==> config.mk <==
export PLATFORM = sky130hd
export DESIGN_NAME = rst_set_release_sequencer_flat
export DESIGN_NICKNAME = d
export VERILOG_FILES = /design/src/rtl/rstseq_pkg.sv /design/src/rtl/rst_set_release_sequencer_if.sv /design/src/rtl/rstseq_sync.sv /design/src/rtl/rst_set_release_sequencer.sv /design/src/flat_wrapper.sv
export SDC_FILE = /design/constraint.sdc
export NUM_CORES = 1
export LEC_CHECK = 0
export BUFFER_PORTS_ARGS = -buffer_cell sky130_fd_sc_hd__buf_2
export CAP_MARGIN = 0
export CORE_MARGIN = 8
export CORE_UTILIZATION = 28
export DETAILED_ROUTE_END_ITERATION = 16
export HOLD_SLACK_MARGIN = 0.05
export PLACE_DENSITY_LB_ADDON = 0.15
export RECOVER_POWER = 25
export SYNTH_ARGS = -nofsm -noshare
export SYNTH_HDL_FRONTEND = slang
export SYNTH_SLANG_ARGS = --single-unit
==> constraint.sdc <==
create_clock -name CLK -period 4.9 [get_ports CLK]
set_clock_uncertainty 0.15 [all_clocks]
set_input_delay 0.49 -clock CLK [delete_from_list [all_inputs] [get_ports CLK]]
set_output_delay 0.49 -clock CLK [all_outputs]
set_load 0.05 [all_outputs]
==> src/rtl/rstseq_pkg.sv <==
// Shared definitions for the reset/set release sequencer.
//   - state_e      : sequencer FSM states
//   - rstseq_cnt_w : width of a counter that must hold values 0..maxval
//   - rstseq_params_ok : legality of the sequencer parameter set
package rstseq_pkg;

    typedef enum logic [2:0] {
        HOLD = 3'd0,  // global reset asserted or still synchronizing
        REL  = 3'd1,  // staggered per-bank release in progress
        DONE = 3'd2,  // all banks released, idle
        SET  = 3'd3,  // SETN pulse on latched banks
        ACK  = 3'd4   // waiting for set_req to drop
    } state_e;

    // Width needed to hold 0..maxval inclusive.
    function automatic int rstseq_cnt_w(input int maxval);
        return $clog2(maxval + 1);
    endfunction

    function automatic bit rstseq_params_ok(input int num_out, input int sync_stages,
                                            input int gap_cycles, input int set_pulse);
        return (num_out >= 1) && (num_out <= 16) && (sync_stages >= 2) &&
               (gap_cycles >= 1) && (set_pulse >= 1);
    endfunction

endpackage

==> src/rtl/rst_set_release_sequencer_if.sv <==
// Set-request handshake between a controller (master) and the sequencer (slave).
//   set_req  : four-phase request level
//   set_mask : banks to pulse, sampled together with set_req
//   set_ack  : acknowledge level
interface rst_set_release_sequencer_if #(
    parameter int NUM_OUT = 4
);
    logic               set_req;
    logic [NUM_OUT-1:0] set_mask;
    logic               set_ack;

    modport master (output set_req, output set_mask, input set_ack);
    modport slave  (input set_req, input set_mask, output set_ack);
endinterface

==> src/rtl/rstseq_sync.sv <==
// Async-assert, sync-deassert reset synchronizer.
//   CLK      : clock, rising edge
//   RN       : asynchronous active-low reset in
//   sync_out : goes 1 on the STAGES-th rising edge after RN rises; 0 at once when RN falls
module rstseq_sync #(
    parameter int STAGES = 2
) (
    input  logic CLK,
    input  logic RN,
    output logic sync_out
);

    logic [STAGES-1:0] chain_q;
    logic [STAGES-1:0] chain_d;

    generate
        for (genvar gi = 0; gi < STAGES; gi++) begin : g_stage
            if (gi == 0) begin : g_first
                assign chain_d[gi] = 1'b1;
            end else begin : g_rest
                assign chain_d[gi] = chain_q[gi-1];
            end

            always_ff @(posedge CLK or negedge RN) begin
                if (!RN) chain_q[gi] <= 1'b0;
                else     chain_q[gi] <= chain_d[gi];
            end
        end
    endgenerate

    assign sync_out = chain_q[STAGES-1];

endmodule

==> src/rtl/rst_set_release_sequencer.sv <==
// Drives RN/SETN pins for NUM_OUT banks of set/reset flops.
// Reset is asserted to every bank asynchronously and released one bank at a
// time, GAP_CYCLES apart; afterwards a four-phase handshake pulses SETN low on
// the requested banks for SET_PULSE cycles. SETN is only driven while the bank
// is released, so a bank never sees RN and SETN asserted together.
//   CLK, RN   : clock and asynchronous active-low reset
//   set_if    : slave side of the set_req/set_mask/set_ack handshake
//   rn_out    : per-bank RN (active-low)
//   setn_out  : per-bank SETN (active-low)
//   seq_done  : all banks released, block idle (stays 1 during SET/ACK)
//   stage_idx : number of released banks, present only with RSTSEQ_STAGE_OUT_EN
// set_if must be instantiated with the same NUM_OUT.
module rst_set_release_sequencer
    import rstseq_pkg::*;
#(
    parameter int NUM_OUT     = 4,
    parameter int SYNC_STAGES = 2,
    parameter int GAP_CYCLES  = 8,
    parameter int SET_PULSE   = 4
) (
    input  logic                              CLK,
    input  logic                              RN,
    rst_set_release_sequencer_if.slave        set_if,
    output logic [NUM_OUT-1:0]                rn_out,
    output logic [NUM_OUT-1:0]                setn_out,
`ifdef RSTSEQ_STAGE_OUT_EN
    output logic [rstseq_cnt_w(NUM_OUT)-1:0]  stage_idx,
`endif
    output logic                              seq_done
);

    localparam int GAP_W   = rstseq_cnt_w(GAP_CYCLES);
    localparam int PULSE_W = rstseq_cnt_w(SET_PULSE);
    localparam int REL_W   = rstseq_cnt_w(NUM_OUT);

    if (!rstseq_params_ok(NUM_OUT, SYNC_STAGES, GAP_CYCLES, SET_PULSE)) begin : g_bad_params
        $error("rst_set_release_sequencer: illegal parameter set");
    end

    logic sync_rel;

    rstseq_sync #(.STAGES(SYNC_STAGES)) u_sync (
        .CLK      (CLK),
        .RN       (RN),
        .sync_out (sync_rel)
    );

    state_e               state_q,    state_d;
    logic [GAP_W-1:0]     gap_cnt_q,  gap_cnt_d;
    logic [PULSE_W-1:0]   pulse_cnt_q, pulse_cnt_d;
    logic [REL_W-1:0]     rel_cnt_q,  rel_cnt_d;
    logic [NUM_OUT-1:0]   mask_q,     mask_d;
    logic [NUM_OUT-1:0]   rn_q,       rn_d;
    logic [NUM_OUT-1:0]   setn_q,     setn_d;
    logic                 ack_q,      ack_d;
    logic                 done_q,     done_d;

    always_comb begin
        state_d     = state_q;
        gap_cnt_d   = gap_cnt_q;
        pulse_cnt_d = pulse_cnt_q;
        rel_cnt_d   = rel_cnt_q;
        mask_d      = mask_q;
        rn_d        = rn_q;
        setn_d      = setn_q;
        ack_d       = ack_q;
        done_d      = done_q;

        unique case (state_q)
            HOLD: begin
                // Bank 0 is released on the same edge the synchronizer output is seen.
                if (sync_rel) begin
                    state_d   = REL;
                    rn_d[0]   = 1'b1;
                    rel_cnt_d = REL_W'(1);
                    gap_cnt_d = '0;
                end
            end
            REL: begin
                if (gap_cnt_q == GAP_W'(GAP_CYCLES - 1)) begin
                    gap_cnt_d = '0;
                    if (rel_cnt_q == REL_W'(NUM_OUT)) begin
                        // Last bank has had its full gap; sequence complete.
                        state_d = DONE;
                        done_d  = 1'b1;
                    end else begin
                        for (int i = 0; i < NUM_OUT; i++) begin
                            if (i == int'(rel_cnt_q)) rn_d[i] = 1'b1;
                        end
                        rel_cnt_d = rel_cnt_q + REL_W'(1);
                    end
                end else if (gap_cnt_q != GAP_W'(GAP_CYCLES)) begin
                    gap_cnt_d = gap_cnt_q + GAP_W'(1);
                end
            end
            DONE: begin
                if (set_if.set_req) begin
                    state_d     = SET;
                    mask_d      = set_if.set_mask;
                    pulse_cnt_d = '0;
                end
            end
            SET: begin
                // An empty mask skips the pulse and acknowledges one edge after the request.
                if (mask_q == '0 || pulse_cnt_q == PULSE_W'(SET_PULSE)) begin
                    state_d = ACK;
                    setn_d  = '1;
                    ack_d   = 1'b1;
                end else begin
                    setn_d      = ~mask_q;
                    pulse_cnt_d = pulse_cnt_q + PULSE_W'(1);
                end
            end
            ACK: begin
                if (!set_if.set_req) begin
                    state_d = DONE;
                    ack_d   = 1'b0;
                end
            end
            default: state_d = HOLD;
        endcase
    end

    always_ff @(posedge CLK or negedge RN) begin
        if (!RN) begin
            state_q     <= HOLD;
            gap_cnt_q   <= '0;
            pulse_cnt_q <= '0;
            rel_cnt_q   <= '0;
            mask_q      <= '0;
            rn_q        <= '0;
            setn_q      <= '1;
            ack_q       <= 1'b0;
            done_q      <= 1'b0;
        end else begin
            state_q     <= state_d;
            gap_cnt_q   <= gap_cnt_d;
            pulse_cnt_q <= pulse_cnt_d;
            rel_cnt_q   <= rel_cnt_d;
            mask_q      <= mask_d;
            rn_q        <= rn_d;
            setn_q      <= setn_d;
            ack_q       <= ack_d;
            done_q      <= done_d;
        end
    end

    assign rn_out         = rn_q;
    assign setn_out       = setn_q;
    assign set_if.set_ack = ack_q;
    assign seq_done       = done_q;
`ifdef RSTSEQ_STAGE_OUT_EN
    assign stage_idx      = rel_cnt_q;
`endif

endmodule

==> src/flat_wrapper.sv <==
// flat-port wrapper written by rule: the top's interface ports become plain ports
module rst_set_release_sequencer_flat import rstseq_pkg::*;
#(
    parameter int NUM_OUT     = 4,
    parameter int SYNC_STAGES = 2,
    parameter int GAP_CYCLES  = 8,
    parameter int SET_PULSE   = 4
)
  (CLK, RN, rn_out, setn_out, seq_done, set_if_set_req, set_if_set_mask, set_if_set_ack);
  rst_set_release_sequencer_if #(.NUM_OUT(NUM_OUT)) set_if_i ();
  input  logic CLK;
  input  logic RN;
  output logic [NUM_OUT-1:0] rn_out;
  output logic [NUM_OUT-1:0] setn_out;
  output logic seq_done;
  input wire logic [$bits(set_if_i.set_req)-1:0] set_if_set_req;
  input wire logic [$bits(set_if_i.set_mask)-1:0] set_if_set_mask;
  output wire logic [$bits(set_if_i.set_ack)-1:0] set_if_set_ack;
  assign set_if_i.set_req = set_if_set_req;
  assign set_if_i.set_mask = set_if_set_mask;
  assign set_if_set_ack = set_if_i.set_ack;
  rst_set_release_sequencer #(.NUM_OUT(NUM_OUT), .SYNC_STAGES(SYNC_STAGES), .GAP_CYCLES(GAP_CYCLES), .SET_PULSE(SET_PULSE)) u_core (.CLK(CLK), .RN(RN), .set_if(set_if_i), .rn_out(rn_out), .setn_out(setn_out), .seq_done(seq_done));
endmodule
### After elaboration in Yosys (flattened, before gate mapping)

Cells that the tools add are included.

| storage, ports and cells | value |
|---|---|
| register bits after elaboration | 29 |
| input bits | 7 |
| output and inout port bits | 10 |
| word-level logic and storage cells | 84 |

| operators by class | value |
|---|---|
| add/sub/neg operators | 3 |
| equality and inequality tests | 21 |
| multiplexer cells | 26 |
| bitwise logic cells | 2 |
| reduce and logical (&&, ||, !) cells | 18 |

Operators with widths:

| operator | number |
|---|---|
| two-way mux 3 bit | 10 |
| two-way mux 4 bit | 4 |
| AND reduction 4 bit | 4 |
| one-hot mux 3 bit (5 select lines) | 1 |
| one-hot mux 3 bit (2 select lines) | 2 |
| AND reduction 3 bit | 4 |
| inequality test 2 bit, second input constant | 5 |
| equality test 3 bit, second input constant | 3 |
| inequality test 2 x 1 -> 1 bit, second input constant | 4 |
| one-hot mux 4 bit (2 select lines) | 1 |
| adder 3 x 1 -> 3 bit, second input constant | 2 |
| equality test 3 x 2 -> 1 bit, second input constant | 2 |
| equality test 3 bit, first input constant | 2 |
| zero test 3 bit | 2 |
| two-way mux 1 bit | 6 |
| AND reduction 6 bit | 1 |
| nonzero test 2 bit | 3 |
| AND reduction 5 bit | 1 |
| adder 4 x 1 -> 4 bit, second input constant | 1 |
| equality test 4 x 3 -> 1 bit, second input constant | 1 |
| zero test 4 bit | 1 |
| inequality test 4 bit, second input constant | 1 |
| inverter 4 bit | 1 |
| one-hot mux 1 bit (2 select lines) | 2 |
| 6 further kinds | 6 |

### Depth between registers and ports, before layout

| depth | value |
|---|---|
| depth in word-level cells | 5 |
| gate-level depth with buffers | 5 |
| mapped depth without buffers | 5 |

### Cells and area by module

From an unflattened synthesis, not the netlist that was laid out.

| second synthesis, totals | value |
|---|---|
| cells, all modules | 144 |
| area, all modules | 1530.2 um^2 |

By module, submodules not included:

| module | instances | cells each | area each (um^2) | sequential area each (um^2) |
|---|---|---|---|---|
| rst_set_release_sequencer | 1 | 141 | 1476.4 | 680.7 |
| rstseq_sync | 1 | 3 | 53.8 | 50.0 |

### Worst setup path before layout

No wires, ideal clock.

| timing path | value |
|---|---|
| path type | register to register |
| start | register u_core.pulse_cnt_q[0] |
| end | register u_core.pulse_cnt_q[0] |
| library setup time | 125 ps |
| arrival | 1462 ps |
| required time | 4625 ps |
| slack | 3164 ps |
| stages on the path, launching flop included | 5 |
| buffers on the path | 0 |
| clock period less this slack | 1736 ps |
| cell sequence | dfrtp_1 inv_1 ha_1 a2111oi_2 mux2_2 |

| on the way | value |
|---|---|
| cells in the longest elaborated chain, start to end | 4 |
| elaborated cells on any way between the ends | 7 |
| classes of those cells | add/sub (1); eq/ne (2); mux (2); reduce/logical (2) |

Ends and longest elaborated chain:

| item | line | text |
|---|---|---|
| start: declaration | rst_set_release_sequencer.sv:50 | `logic [PULSE_W-1:0] pulse_cnt_q, pulse_cnt_d;` |
| start signal: assignment | rst_set_release_sequencer.sv:138 | `pulse_cnt_q <= pulse_cnt_d;` |
| branches (longest 4 deep; another with adder 3 x 1 -> 3 bit) | - |  |

Parallel ways; which one is timed is not known. The select of a mux whose other input is x is not followed.
A chain may end at the register's enable or synchronous reset.

### Worst setup path after layout

| timing path | value |
|---|---|
| start | register u_core.state_q[0] |
| end | register u_core.mask_q[3] |

| on the way | value |
|---|---|
| cells in the longest elaborated chain, start to end | 2 |

Ends and longest elaborated chain:

| item | line | text |
|---|---|---|
| start: declaration | rst_set_release_sequencer.sv:48 | `state_e state_q, state_d;` |
| start signal: assignment | rst_set_release_sequencer.sv:136 | `state_q <= state_d;` |
| equality test 3 x 2 -> 1 bit | rst_set_release_sequencer.sv:69 | `unique case (state_q)` |
| AND reduction 2 bit (no source line) | - |  |
| end signal: assignment | rst_set_release_sequencer.sv:140 | `mask_q <= mask_d;` |
| end: declaration | rst_set_release_sequencer.sv:52 | `logic [NUM_OUT-1:0] mask_q, mask_d;` |

Every way passes these cells.

==> results.yml <==
synth:
  syn_nets: 151
  synth_edf_count: 0
  ys_warn_count: 0
  syn_inst: 135
  synth_commonest_cells: "dfrtp_1, inv_1, nor2_1, ha_1, o31ai_1"
  netlist.area_leader.share_pct: 41.7
  yosys-top-cells-area: "dfrtp_1, ha_1, dfstp_2"
  yosys.area.top_type: "dfrtp_1"
  synth_area_mm2: 0.00150
  syn_area_per_cell_um2: 11.1
  async_flop_share_pct: 100
  synth_seq_cells: 29
  seq_area_frac_synth_pct: 48.7
  synth.most_common_cell: "dfrtp_1"
  netlist-cell-type-count: 47
  synthFlopType: "dfrtp_1"
grt:
  met2_usage_pct: 13.7
  antenna_found_initial: 0
  grt_overflow: 0
  busiest_layer: "met2"
  grt_max_degree: 30
  grt_use_met1_pct: 10.9
  grt_util_all_layers_pct: 9.04
  grt_pass1_wl_um: 5410
  grt_use_met3_pct: 3.58
  grt_pass1_vias: 1096
die:
  rows: 26
  dieArea_mm2: 0.00796
  initial_core_util_pct: 29.2
  die_w_um: 89.2
  dieHeight_um: 89.2
  io_pins: 17
  coreArea_mm2: 0.00514
sta:
  worst_slack_ns: 2.77
  finalCritPeriodShare_pct: 43.4
  maxSlewViolCount: 30
  period_needed_ns: 2.13
  hold_viol_final: 0
  finalSetupViolCount: 0
  fin_setup_tns_ns: 0
  fmax_ghz: 0.470
  worstMarginPinSlew_ns: 1.61
  rsz0062_at_grt: "false"
  slew-limit-headroom_pct: -7.14
pwr:
  switching_share_pct: 39.6
  ir_worst_vdd_v: 0.000119
  intPower_mw: 0.550
  p_leak_nw: 0.806
  pwr-share-seq_pct: 39.7
  p_clk_share_pct: 23.9
  cellPowerDensity_mw_per_mm2: 525
  combPwrFrac_pct: 36.4
  p_sw_mw: 0.360
worst_setup_path:
  crit_type: "flop to flop"
  critical_path_required_ns: 4.91
  slowest_delay_ns: 0.99
  worstPathArrival_ns: 2.14
  worst-path-buf-inv: 0
  crit_start: "u_core.state_q[0]"
  worstReg2RegEnd: "u_core.mask_q[3]"
  cp-end-kind: "flop"
  reg2reg_depth: 2
  cp_cell_sequence: "nor4bb_1 > mux2_1"
  r2r_slack_ns: 2.77
  reg2reg_from: "u_core.state_q[0]"
  path_delay_family: "simple AND/OR/NAND/NOR gates"
  worst_setup_path_start_kind: "flop"
  crit_slowest_cell: "nor4bb_1"
  path_max_fanout: 12
outcome:
  violations: "capacitance limit, slew limit"
  status: "complete, but fails checks"
worst_hold_path:
  holdPathEnd: "u_core.u_sync.sync_out"
  hold_path_class: "flop to flop"
  holdCritStartpoint: "u_core.u_sync.chain_d[1]"
  whs_path_depth: 0
layout:
  layout-drive-gt1-share_pct: 22.2
  num_antenna_cells: 0
  nNetsFinal: 168
  syn2layout_area_growth_pct: 15.5
cts:
  cts_tree: "yes"
  cts-root-buf: "clkbuf_8"
  clock-sinks: 29
  cts_hold_buf: 0
  clk_path_buf_depth: 2
  htreeDepth: 2
  cts_resized: 0
  numCtsBuffers: 5
  post-cts-setup-buffers: 0
  clk_latency_ns: 0.28
  clk_pin_slew_ns: 0.06
routing:
  viasPerCell: 4.85
  dr.first_iter.drc_count: 62
  route.antenna.remaining_nets: 0
  drcViolationCount: 0
  dr.pass1.iters: 5
  wl_per_cell_um: 14.1
  wirelength_um: 3150
  vias: 1082
placement:
  hpwlAfterDp_um: 2280
  pre_cts_slack_ns: 2.63
  gp_congestion: 0.798
  place.port_buffers: 16
flow_run:
  drv_cap: 1
cell type report:
| type | instances | area (µm²) |
|---|---|---|
| well taps | 70 | 87.6 |
| clock buffers | 7 | 96.3 |
| inverters | 10 | 37.5 |
| fillers | 550 | 3410 |
| flip-flops and latches | 29 | 731 |
| repair buffers | 16 | 78.8 |
| multi-input cells | 90 | 698 |
| clock inverters | 1 | 5.00 |
how the worst max path moves through the flow:
stage	endpoint	slack, ns	depth (start not counted)
after global routing	u_core.mask_q[0]	2.54	2
final	u_core.mask_q[3]	2.77	2
after CTS	u_core.mask_q[3]	2.73	2
after floorplan	u_core.pulse_cnt_q[0]	3.16	4
after global placement	u_core.mask_q[2]	2.71	3
after detailed placement	u_core.mask_q[3]	2.63	3
flip-flops by register name (all words and copies together) (netlist names):
name / flops
u_core.mask_q: 4
u_core.rel_cnt_q: 3
u_core.rn_out: 4
u_core.setn_out: 4
u_core.state_q: 3
u_core.u_sync.chain_d: 1
u_core.gap_cnt_q: 4
u_core.u_sync.sync_out: 1
u_core.seq_done: 1
u_core.set_if.set_ack: 1
u_core.pulse_cnt_q: 3
per-layer routing:
| metal | vias up | wire (µm) |
|---|---|---|
| li1 | 524 | - |
| met1 | 544 | 1440 |
| met2 | 10 | 1530 |
| met3 | 4 | 136 |
| met4 | 0 | 46 |
| met5 | - | 0 |
through the flow:
step | power, mW | utilization, % | area [µm²] | hold slack (ns) | instances
final | 0.911 | 33.7 | 1730 | 0.201 | 223
after detailed placement | 0.701 | 31.8 | 1630 | 0.190 | 215
after global placement | 0.695 | 31.8 | 1630 | 0.187 | 215
after global routing | 0.978 | 33.7 | 1730 | 0.207 | 223
after CTS | 0.924 | 33.8 | 1740 | 0.118 | 223
after floorplan | 0.618 | - | 1500 | 0.0444 | 135
power groups by stage:
| stage | combinational [mW] | sequential, mW | clock, mW |
|---|---|---|---|
| floorplan | 0.161 | 0.457 | 0 |
| global placement | 0.333 | 0.363 | 0 |
| detailed placement | 0.335 | 0.366 | 0 |
| CTS | 0.337 | 0.362 | 0.225 |
| global route | 0.365 | 0.373 | 0.240 |
| finish | 0.332 | 0.362 | 0.217 |
worst register-to-register path: stages (launching register included):
cell      delay [ns]
dfrtp_1         0.48
nor4bb_1        0.99
mux2_1          0.39
cell families after synthesis:
| family | share of synthesized area [%] |
|---|---|
| flip-flops | 48.7 |
| AO/OA/AOI/OAI | 14.7 |
| other | 0.250 |
| AND/OR/NAND/NOR | 18.2 |
| buffers and inverters | 4.83 |
| adder cells (fa/ha/maj) | 7.50 |
| multiplexers | 5.83 |
cell usage in the layout, fill, tap and decap left out, drive strengths merged, types with 2 or more instances in the layout:
cell type / instances
mux2i: 2
mux2: 6
dfrtp: 25
ha: 9
nor4: 3
o211ai: 2
buf: 15
nor4bb: 2
nand2: 4
a21oi: 4
or2: 3
dfstp: 4
a21o: 2
o31ai: 5
and3b: 2
nor3: 2
nand2b: 2
a31oi: 4
clkbuf: 8
nor2: 10
inv: 10
or3b: 2
a32o: 3
nand3b: 3
o21ai: 3
(Power assumes the default switching activity.)
